[src/rtl/fir_pkg.sv]
// Shared definitions for the FIR multiply-accumulate engine: FSM states,
// default parameter values and the accumulator sizing rule.
package fir_pkg;

   localparam int DEF_IN_W   = 24;
   localparam int DEF_DATA_W = 16;
   localparam int DEF_COEF_W = 16;
   localparam int DEF_NTAPS  = 10;
   localparam int DEF_OUT_W  = 16;

   typedef enum logic [1:0] {
      IDLE = 2'd0,
      MAC  = 2'd1,
      LAST = 2'd2,
      OUT  = 2'd3
   } state_t;

   // Each product is bounded by 2^(data_w+coef_w-2) in magnitude, so summing
   // ntaps of them needs clog2(ntaps) guard bits on top of the product width.
   function automatic int acc_width(input int data_w, input int coef_w, input int ntaps);
      return data_w + coef_w + $clog2(ntaps);
   endfunction

endpackage

[src/rtl/fir_round_sat.sv]
// Combinational output scaling: round-half-up, arithmetic right shift by
// gain, then clamp into the signed OUT_W range.
module fir_round_sat #(
   parameter int ACC_W = 36,
   parameter int OUT_W = 16
) (
   input  logic signed [ACC_W-1:0] acc,
   input  logic [4:0]              gain,
   output logic signed [OUT_W-1:0] result
);

   // One extra bit so adding the rounding constant can never wrap.
   localparam logic signed [ACC_W:0] MAX_V = {{(ACC_W-OUT_W+2){1'b0}}, {(OUT_W-1){1'b1}}};
   localparam logic signed [ACC_W:0] MIN_V = {{(ACC_W-OUT_W+2){1'b1}}, {(OUT_W-1){1'b0}}};

   logic signed [ACC_W:0] acc_ext;
   logic signed [ACC_W:0] rnd;
   logic signed [ACC_W:0] sum;
   logic signed [ACC_W:0] shifted;

   // Round, shift and saturate in one combinational pass.
   always_comb begin
      acc_ext = {acc[ACC_W-1], acc};
      rnd     = '0;
      if (gain != 5'd0) begin
         rnd = (ACC_W+1)'(1) << (gain - 5'd1);
      end
      sum     = acc_ext + rnd;
      shifted = sum >>> gain;
      if (shifted > MAX_V) begin
         result = MAX_V[OUT_W-1:0];
      end else if (shifted < MIN_V) begin
         result = MIN_V[OUT_W-1:0];
      end else begin
         result = shifted[OUT_W-1:0];
      end
   end

endmodule

[src/rtl/fir_mac_engine.sv]
// Sequential single-multiplier FIR filter. Each accepted sample shifts the
// window, then one tap is accumulated per cycle against an external
// coefficient store with one cycle of read latency.
module fir_mac_engine
   import fir_pkg::*;
#(
   parameter int IN_W   = DEF_IN_W,
   parameter int DATA_W = DEF_DATA_W,
   parameter int COEF_W = DEF_COEF_W,
   parameter int NTAPS  = DEF_NTAPS,
   parameter int OUT_W  = DEF_OUT_W
) (
   input  logic                       clk,
   input  logic                       reset,
   input  logic                       in_valid,
   output logic                       in_ready,
   input  logic [IN_W-1:0]            in_sample,
   input  logic                       flush,
   input  logic [4:0]                 gain,
   output logic [$clog2(NTAPS)-1:0]   coef_addr,
   input  logic [COEF_W-1:0]          coef_data,
   output logic                       out_valid,
   input  logic                       out_ready,
   output logic [OUT_W-1:0]           out_data,
   output logic                       busy
);

   localparam int ACC_W  = acc_width(DATA_W, COEF_W, NTAPS);
   localparam int K_W    = $clog2(NTAPS);
   localparam int PROD_W = DATA_W + COEF_W;
   localparam logic [K_W-1:0] K_LAST = K_W'(NTAPS - 1);

   state_t                    state_reg, state_next;
   logic [K_W-1:0]            k_reg;
   logic [K_W-1:0]            k_prev;
   logic signed [ACC_W-1:0]   acc_reg;
   logic [4:0]                gain_reg;
   logic signed [OUT_W-1:0]   out_data_reg;
   logic signed [DATA_W-1:0]  win_reg [NTAPS];

   logic                      accept;
   logic                      win_clear;
   logic signed [DATA_W-1:0]  win_sel;
   logic signed [PROD_W-1:0]  prod;
   logic signed [ACC_W-1:0]   acc_sum;
   logic signed [OUT_W-1:0]   scaled;

   // Flush takes priority over an offered sample in IDLE.
   assign in_ready  = (state_reg == IDLE) && !flush;
   assign accept    = in_ready && in_valid;
   assign win_clear = (state_reg == IDLE) && flush;
   assign out_data  = out_data_reg;

   // coef_data lags coef_addr by a cycle, so MAC cycle k pairs with tap k-1.
   assign k_prev = k_reg - 1'b1;

   // Select the window entry matching the coefficient arriving this cycle.
   always_comb begin
      win_sel = win_reg[NTAPS-1];
      if (state_reg == MAC) begin
         win_sel = win_reg[k_prev];
      end
   end

   assign prod    = $signed(coef_data) * win_sel;
   assign acc_sum = acc_reg + ACC_W'(prod);

   fir_round_sat #(
      .ACC_W (ACC_W),
      .OUT_W (OUT_W)
   ) u_round_sat (
      .acc    (acc_sum),
      .gain   (gain_reg),
      .result (scaled)
   );

   // State register.
   always_ff @(posedge clk or posedge reset) begin
      if (reset) begin
         state_reg <= IDLE;
      end else begin
         state_reg <= state_next;
      end
   end

   // Next-state logic and state-decoded outputs.
   always_comb begin
      state_next = state_reg;
      busy       = (state_reg != IDLE);
      out_valid  = (state_reg == OUT);
      coef_addr  = '0;
      case (state_reg)
         IDLE: if (accept) state_next = MAC;
         MAC: begin
            coef_addr = k_reg;
            if (k_reg == K_LAST) state_next = LAST;
         end
         LAST: state_next = OUT;
         OUT:  if (out_ready) state_next = IDLE;
         default: state_next = IDLE;
      endcase
   end

   // Tap counter, accumulator, latched gain and held output word.
   always_ff @(posedge clk or posedge reset) begin
      if (reset) begin
         k_reg        <= '0;
         acc_reg      <= '0;
         gain_reg     <= '0;
         out_data_reg <= '0;
      end else begin
         case (state_reg)
            IDLE: begin
               if (accept) begin
                  k_reg    <= '0;
                  acc_reg  <= '0;
                  gain_reg <= gain;
               end
            end
            MAC: begin
               if (k_reg != '0) acc_reg <= acc_sum;
               if (k_reg != K_LAST) k_reg <= k_reg + 1'b1;
               else                 k_reg <= '0;
            end
            LAST: out_data_reg <= scaled;
            default: ;
         endcase
      end
   end

   // Sample window: cleared by flush, shifted by one on each accepted sample.
   always_ff @(posedge clk or posedge reset) begin
      if (reset) begin
         for (int i = 0; i < NTAPS; i++) win_reg[i] <= '0;
      end else if (win_clear) begin
         for (int i = 0; i < NTAPS; i++) win_reg[i] <= '0;
      end else if (accept) begin
         for (int i = NTAPS-1; i > 0; i--) win_reg[i] <= win_reg[i-1];
         win_reg[0] <= in_sample[IN_W-1 -: DATA_W];
      end
   end

endmodule

[config.mk]
export PLATFORM = sky130hd
export DESIGN_NAME = fir_mac_engine
export DESIGN_NICKNAME = d
export VERILOG_FILES = /design/src/rtl/fir_pkg.sv /design/src/rtl/fir_round_sat.sv /design/src/rtl/fir_mac_engine.sv
export SDC_FILE = /design/constraint.sdc
export NUM_CORES = 1
export LEC_CHECK = 0
export ABC_AREA = 1
export ABC_CLOCK_PERIOD_IN_PS = 26600
export CAP_MARGIN = 15
export CELL_PAD_IN_SITES_DETAIL_PLACEMENT = 0
export CELL_PAD_IN_SITES_GLOBAL_PLACEMENT = 1
export CORE_ASPECT_RATIO = 1.2
export CORE_MARGIN = 2
export CORE_UTILIZATION = 52
export DETAILED_ROUTE_END_ITERATION = 7
export PLACE_DENSITY = 0.95
export REMOVE_ABC_BUFFERS = 1
export SYNTH_ARGS = -nofsm -noshare
export SYNTH_HDL_FRONTEND = slang
export SYNTH_HIERARCHICAL = 1
export SYNTH_SLANG_ARGS = --single-unit
[constraint.sdc]
create_clock -name clk -period 26.6 [get_ports clk]
set_input_delay 5.32 -clock clk [delete_from_list [all_inputs] [get_ports clk]]
set_output_delay 5.32 -clock clk [all_outputs]
set_load 0.02 [all_outputs]
Yosys cells after proc, flatten, opt, wreduce, memory -nomap -nowiden

Cells that the tools add are included.

Bits in registers: 223
Output and inout bits: 23

$add $sub $neg: 5
$mul: 1
Magnitude comparators: 3
Eq/ne operators: 9
Shift operators: 2
Muxes and demuxes: 20
Bitwise logic cells: 1
Reduce and logical (&&, ||, !) cells: 14

Operators with widths:

| cell                 | count |
|---|---|
| $mux 160             | 2 |
| $mux 16              | 5 |
| $mux 36              | 2 |
| $pmux 36 s2          | 1 |
| $bmux 16 s4          | 1 |
| $add 36x37->37       | 1 |
| $gt 37x16->1 const B | 1 |
| $lt 37x16->1 const B | 1 |
| $mux 37              | 1 |
| $shl 1x5->37 const A | 1 |
| $sshr 37x5->37       | 1 |
| $add 36x32->36       | 1 |
| $mul 16x16->32       | 1 |
| $mux 4               | 3 |
| $pmux 2 s4           | 1 |
| $pmux 4 s2           | 1 |
| $mux 2               | 3 |
| $ne 2x1->1 const B   | 3 |
| $reduce_and 3->1     | 2 |
| $reduce_bool 2->1    | 3 |
| $ge 5x5->1 const B   | 1 |
| $not 4->5            | 1 |
| $reduce_bool 5->1    | 1 |
| $sub 5x1->5 const B  | 1 |
| other kinds (12)     | 16 |

Depth between registers and ports, before layout

Gate-level depths: netlist of the first run.

Word-level depth: 13
Depth in mapped cells: 66
Gate-level depth less buffers: 61

Modules after synthesis

The synthesis of the first run kept the hierarchy.

By module, submodules not included:

| module         | times used | cells each | area each (um2) |
|---|---|---|---|
| fir_mac_engine | 1          | 2543       | 22142.5 |
| fir_round_sat  | 1          | 1075       | 5203.7 |

Worst setup path before layout of the first run

No wires, ideal clock.

Path kind: input to register
Start point: in coef_data[15]
End point: reg out_data_reg[6], in the netlist out_data[6]
Library setup time: 125 ps
Arrival time: 13405 ps
Setup slack: 13070 ps
Stages on the path: 44
Cell sequence: clkbuf_1 inv_1 nor2_1 fa_1 inv_1 fa_1 inv_1 fa_1 inv_1 fa_1 inv_1 fa_1 inv_1 fa_1 inv_1 ha_1 inv_1 o21ai_0 [8 not listed] o21ai_0 nand2_1 a21oi_1 nand3_1 nand3_2 nand3_1 nand3_1 nand3_1 nand2_1 nand2_1 nand2_1 nand2_1 nor3b_2 nand2_2 nand2_4 buf_8 nand2_1 mux2_2

Word-level cells in the longest chain between the ends: 7
Elaborated cells on any way between the ends: 8
Those cells by class: 2 x add/sub; 1 x mul; 2 x order compare; 1 x shift; 2 x mux

RTL lines:

| what                 | line                  | source |
|---|---|---|
| start, declared      | fir_mac_engine.sv:21  | `input logic [COEF_W-1:0] coef_data,` |
| $mul 16x16->32 *     | fir_mac_engine.sv:65  | `assign prod = $signed(coef_data) * win_sel;` |
| $add 36x32->36 *     | fir_mac_engine.sv:66  | `assign acc_sum = acc_reg + ACC_W'(prod);` |
| net acc_sum[30]      | fir_mac_engine.sv:45  | `logic signed [ACC_W-1:0] acc_sum;` |
| $add 36x37->37 *     | fir_round_sat.sv:28   | `sum = acc_ext + rnd;` |
| $sshr 37x5->37 *     | fir_round_sat.sv:29   | `shifted = sum >>> gain;` |
| $lt 37x16->1         | fir_round_sat.sv:32   | `end else if (shifted < MIN_V) begin` |
| $mux 16              | fir_round_sat.sv:32   |  |
| $mux 16 *            | fir_round_sat.sv:30   | `if (shifted > MAX_V) begin` |
| net scaled[6]        | fir_mac_engine.sv:46  | `logic signed [OUT_W-1:0] scaled;` |
| end signal, assigned | fir_mac_engine.sv:125 | `LAST: out_data_reg <= scaled;` |
| end, declared        | fir_mac_engine.sv:38  | `logic signed [OUT_W-1:0] out_data_reg;` |

The timed path passes the listed nets; every way through them passes the cells marked *.
A chain may end at the register's enable or synchronous reset.

Worst setup path in the final report of the first run

Start point: in coef_data[15]
End point: reg out_data_reg[0], in the netlist out_data[0]

The elaborated chain is that of the path after synthesis.

==> results of run 1 <==
-- cells by family after synthesis --
logic type / Yosys count / synth area share
DFF: 223 / 0.2041
muxes: 23 / 0.009380
buffers and inverters: 902 / 0.1331
other: 1 / 0.0001371
and+or+nand+nor: 1432 / 0.2280
AOI/OAI and AO/OA: 532 / 0.1137
xor gates and xnor gates: 43 / 0.01377
adders and majority gates: 462 / 0.2979
-- critical path, delay by kind of cell --
kind,cells,cell delay [ps]
AOI/OAI and AO/OA,7,1290
buffers and inverters,10,2120
muxes,1,270
adders and majority gates,8,4340
and+or+nand+nor,17,2050
-- path summary, 6_finish.rpt --
path,from,endpoint,cells after the start
worst max register to register,k_reg[0]$_DFFE_PP0P_,out_data[0]$_DFFE_PP0P_,49
worst min register to register,acc_reg[20]$_DFFE_PP0P_,acc_reg[20]$_DFFE_PP0P_,2
worst min-delay path,acc_reg[20]$_DFFE_PP0P_,acc_reg[20]$_DFFE_PP0P_,2
min in group asynchronous,reset,out_data[12]$_DFFE_PP0P_,2
max in group asynchronous,reset,acc_reg[9]$_DFFE_PP0P_,3
worst max-delay path,coef_data[15],out_data[0]$_DFFE_PP0P_,43
-- through the flow --
stage               cell area (µm²)  setup slack, ps  hold WS (ps)
floorplan                     26530            13210         449.1
global placement              28230            11070         467.9
detailed placement            28230            11080         474.7
CTS                           29030            11640         490.9
global route                  29030            10850         519.5
finish                        29030            11590         489.8
-- cell type report --
cell class	instances	area share
Tap cell	705	0.03038
Clock inverter	9	0.004525
Clock buffer	33	0.02323
Inverter	752	0.09766
Multi-Input combinational cell	2493	0.6246
Timing Repair Buffer	84	0.02724
Sequential cell	223	0.1923
-- placed cells by master (no fill, tap or decap), types with 14 or more instances in the layout --
master           instances
a21oi_1                135
and2_1                  14
buf_4                   20
clkbuf_16               24
clkdlybuf4s50_1         64
dfrtp_1                222
fa_1                   315
ha_1                   146
inv_1                  718
inv_2                   22
mux2_2                  21
nand2_1                681
nand2_2                 26
nand3_1                293
nand3_2                 14
nor2_1                 325
nor3_1                  17
o211ai_1                18
o21ai_0                153
o21ai_1                 19
o21ai_2                 14
o22ai_1                145
xor2_1                  33
-- metal layers --
layer	vias up	global-route usage	wire (µm)
li1	11230	-	-
met1	11310	0.3759	31170
met2	604	0.4923	36620
met3	184	0.02344	3163
met4	0	0.1187	3314
met5	-	0	0
==> results.toml, run 1 <==
[critical_path]
r2r_setup_slack_ps = 14150
critPathArrivalTime_ps = 15450
critPathMaxStageDelay_ps = 790
crit_path_max_fanout = 15
setup.worst_path.end_class = "flip-flop"
cp.required_ps = 27040
path_common_cell = "inv_1"
crit_path_top_delay_cell = "clkdlybuf4s50_1"
startpoint_type = "input pin"
critPathKind = "input pin to flip-flop"

[layout]
regArea_mm2 = 0.005584
final_nets = 4090
multi_input_comb_area_mm2 = 0.01813
n_fill_cell = 5085
area_delta_synth_final_pct = 6.167
fin_cells = 4299
utilization = 0.5555
layout-drive-gt1-share = 0.05732
largest_reg_flops = 160
diodes = 0

[clock_network]
clkTransAtPathRegs_ps = 60
cts_buffers = 24
cts_tree = "built"
ctsHoldBuffers = 0
cts_resized = 0
htreeDepth = 1
cts_root_buf = "clkbuf_16"
cts_num_sinks = 223
cts_buffer_depth = 3
clk_latency_ps = 560
post-cts-setup-buffers = 0

[floorplanning]
die_w_um = 213.3
start_util = 0.5233
core-area_mm2 = 0.05226
row_count = 92
io_pins = 73
die-area_mm2 = 0.05445
dieHeight_um = 255.2

[global_routing]
grt_max_degree = 108
gr-total-overflow = 0
grt_pass1_wl_mm = 123.7
grt_usage = 0.2872
antenna_found_initial = 0
grt_pass1_vias = 23610

[logic_synthesis]
synth_top_area_share = 0.2306
synth_common_cells = "inv_1 (719), nand2_1 (681), nor2_1 (326), fa_1 (315), nand3_1 (293)"
yosysMostFrequentCell = "inv_1"
yosys_warnings = 6
netlist_top_cells_area = "fa_1 (23%), dfrtp_1 (20%), inv_1 (9.9%)"
async_flop_share = 1.000
yosysTopAreaCell = "fa_1"
avgSynthCellArea_um2 = 7.558
synth_area_mm2 = 0.02735
synth.distinct_cells = 62
synth.yosys.seq_area_share = 0.2041
ys_seq_elements = 223
synth_edf_count = 0
synthFlopType = "dfrtp_1"
synthCells = 3618

[placed_design]
place_congestion = 1.007
io_buffer_count = 64
hpwlAfterDp_mm = 58.68
place_inst = 4257

[sta]
worst_slew_pin_slew_ps = 1097
setup-tns-final_ps = 0
finalSetupViolations = 0
max_clock_freq_mhz = 66.62
rsz0062_at_grt = "false"
drv_slew = 0
slew-limit-headroom = 0.2684
fin_crit_sh = 0.5643
finalHoldViolCount = 0
fin_worst_skew_ps = 13.95
fin_crit_ps = 15010

[route]
drc = 0
vias = 23320
drt.antenna.violating_nets = 0
dr.first_iter.drc_count = 1585
first_pass_iters = 5
wirelength_mm = 74.26
wl_per_cell_um = 17.27
routed_via_density = 5.425

[min_path]
worstHoldPathType = "flip-flop to flip-flop"

[run]
cap_viol_max_count = 0

[outcome]
status = "complete, no violations"
Power of run 1 is left out: the tool's default activity adds up to more than one toggle a clock period on the data nets, which glitch-free logic cannot reach.
==> inputs of run 2 (changes only) <==
ABC_CLOCK_PERIOD_IN_PS = 15400   (was 26600)
CORE_UTILIZATION = 48   (was 52)
PLACE_DENSITY = 0.91   (was 0.95)
clock period = 15.4 ns   (was 26.6 ns; I/O delays follow)
==> run 2 against run 1 <==
Compared with the run above: final cell count is 0.49% higher; wire length is 0.63% higher; critical path depth stayed put; highest routed layer unchanged.
==> results.toml, run 2 (synthesized netlist as in run 1, its figures left out) <==
[global_routing]
grt_pass1_vias = 23810
grt_usage = 0.2614
grt_use_met3 = 0.02463
grt_max_degree = 149
grtUsageMet1 = 0.3357
grt_use_met2 = 0.4625
antenna_found_initial = 1
grt_pass1_wl_mm = 124.5
gr-total-overflow = 0
grt_most_used_layer = "met2"

[critical_path]
startpoint_type = "input pin"
path_common_cell = "inv_1"
rr_startpoint = "k_reg[0]$_DFFE_PP0P_"
critPathArrivalTime_ps = 13170
crit_path_top_delay_cell = "clkdlybuf4s50_1"
critPathKind = "input pin to flip-flop"
cp.required_ps = 15840
crit_path_max_fanout = 15
critPathMaxStageDelay_ps = 800
startpoint = "coef_data[15]"
r2r_setup_slack_ps = 2900
setup.worst_path.end_class = "flip-flop"

[clock_network]
htreeDepth = 1
cts_tree = "built"
clkTransAtPathRegs_ps = 60
ctsHoldBuffers = 0
clk_latency_ps = 570
cts_buffers = 24
post-cts-setup-buffers = 0
cts_num_sinks = 223
cts_buffer_depth = 3
cts_resized = 0
cts_root_buf = "clkbuf_16"

[run]
cap_viol_max_count = 0

[floorplanning]
row_count = 95
die-area_mm2 = 0.05891
dieHeight_um = 265.5
start_util = 0.4864
core-area_mm2 = 0.05622
io_pins = 73
die_w_um = 221.9

[sta]
worst_slew_pin_slew_ps = 1175
drv_slew = 0
max_clock_freq_mhz = 78.51
finalSetupViolations = 0
fin_crit_sh = 0.8271
fin_crit_ps = 12740
finalHoldViolCount = 0
hold_ws_ps = 483.8
rsz0062_at_grt = "false"
fin_worst_skew_ps = 21.80
slew-limit-headroom = 0.2168
setup-tns-final_ps = 0

[route]
drt.antenna.violating_nets = 0
dr.first_iter.drc_count = 1778
wirelength_mm = 74.73
drc = 0
routed_via_density = 5.373
first_pass_iters = 5
vias = 23210
wl_per_cell_um = 17.30

[placed_design]
place_congestion = 0.9586
io_buffer_count = 64
hpwlAfterDp_mm = 58.71
place_inst = 4277

[layout]
final_cell_mix = "inv_1 (718), nand2_1 (681), nor2_1 (325)"
layout-drive-gt1-share = 0.05596
area_delta_synth_final_pct = 6.127
utilization = 0.5162
fin_cells = 4320
largest_reg_flops = 160
final_common_cell = "inv_1"
final_nets = 4088

[outcome]
status = "complete, no violations"

[min_path]
worstHoldPathType = "flip-flop to flip-flop"
min-delay-start = "acc_reg[15]$_DFFE_PP0P_"
[run 2: changes by cell type in the layout (fill, tap and decap cells not counted)]
cell and delta:
clkbuf_8 -2, diode_2 +1, clkbuf_1 +3, clkinvlp_4 -2
buf_4 -2, clkinv_2 +1
[run 2: worst paths after layout]
kind,to,cells after the start
max,out_data[2]$_DFFE_PP0P_,43
min,acc_reg[15]$_DFFE_PP0P_,2
max reg2reg,out_data[2]$_DFFE_PP0P_,52
min reg2reg,acc_reg[15]$_DFFE_PP0P_,2
max in group asynchronous,k_reg[0]$_DFFE_PP0P_,3
min in group asynchronous,state_reg[1]$_DFFE_PP0P_,2
[run 2: worst max-delay path: cells and delay by family]
family / cells / cell delay (ps)
buffers and inverters: 10 / 2100
AO/OA/AOI/OAI: 7 / 1290
AND/OR/NAND/NOR: 17 / 2040
adder cells (fa/ha/maj): 8 / 4330
multiplexers: 1 / 260
[run 2: cell type report]
type                    count  area, µm²
clock inverters             8      121.4
flip-flops and latches    223       5584
repair buffers             82      775.7
inverters                 752       2835
clock buffers              34      658.1
well taps                 727      909.6
diodes                      1      2.502
multi-input cells        2493      18130
fillers                  5579      27200
[run 2: routing by layer]
layer,vias to the layer above,share of wire,wire (µm)
li1,11230,-,-
met3,133,0.043,3230
met1,11320,0.42,31710
met4,0,0.035,2582
met5,-,0,0
met2,528,0.50,37200
[run 2: through the flow]
step / cell area (µm²) / setup slack (ps)
global placement: 28240 / 2190
global route: 29020 / 1915
detailed placement: 28240 / 2156
finish: 29020 / 2663
floorplan: 26530 / 2589
CTS: 29020 / 2723
Power of run 2 is left out for the same reason.
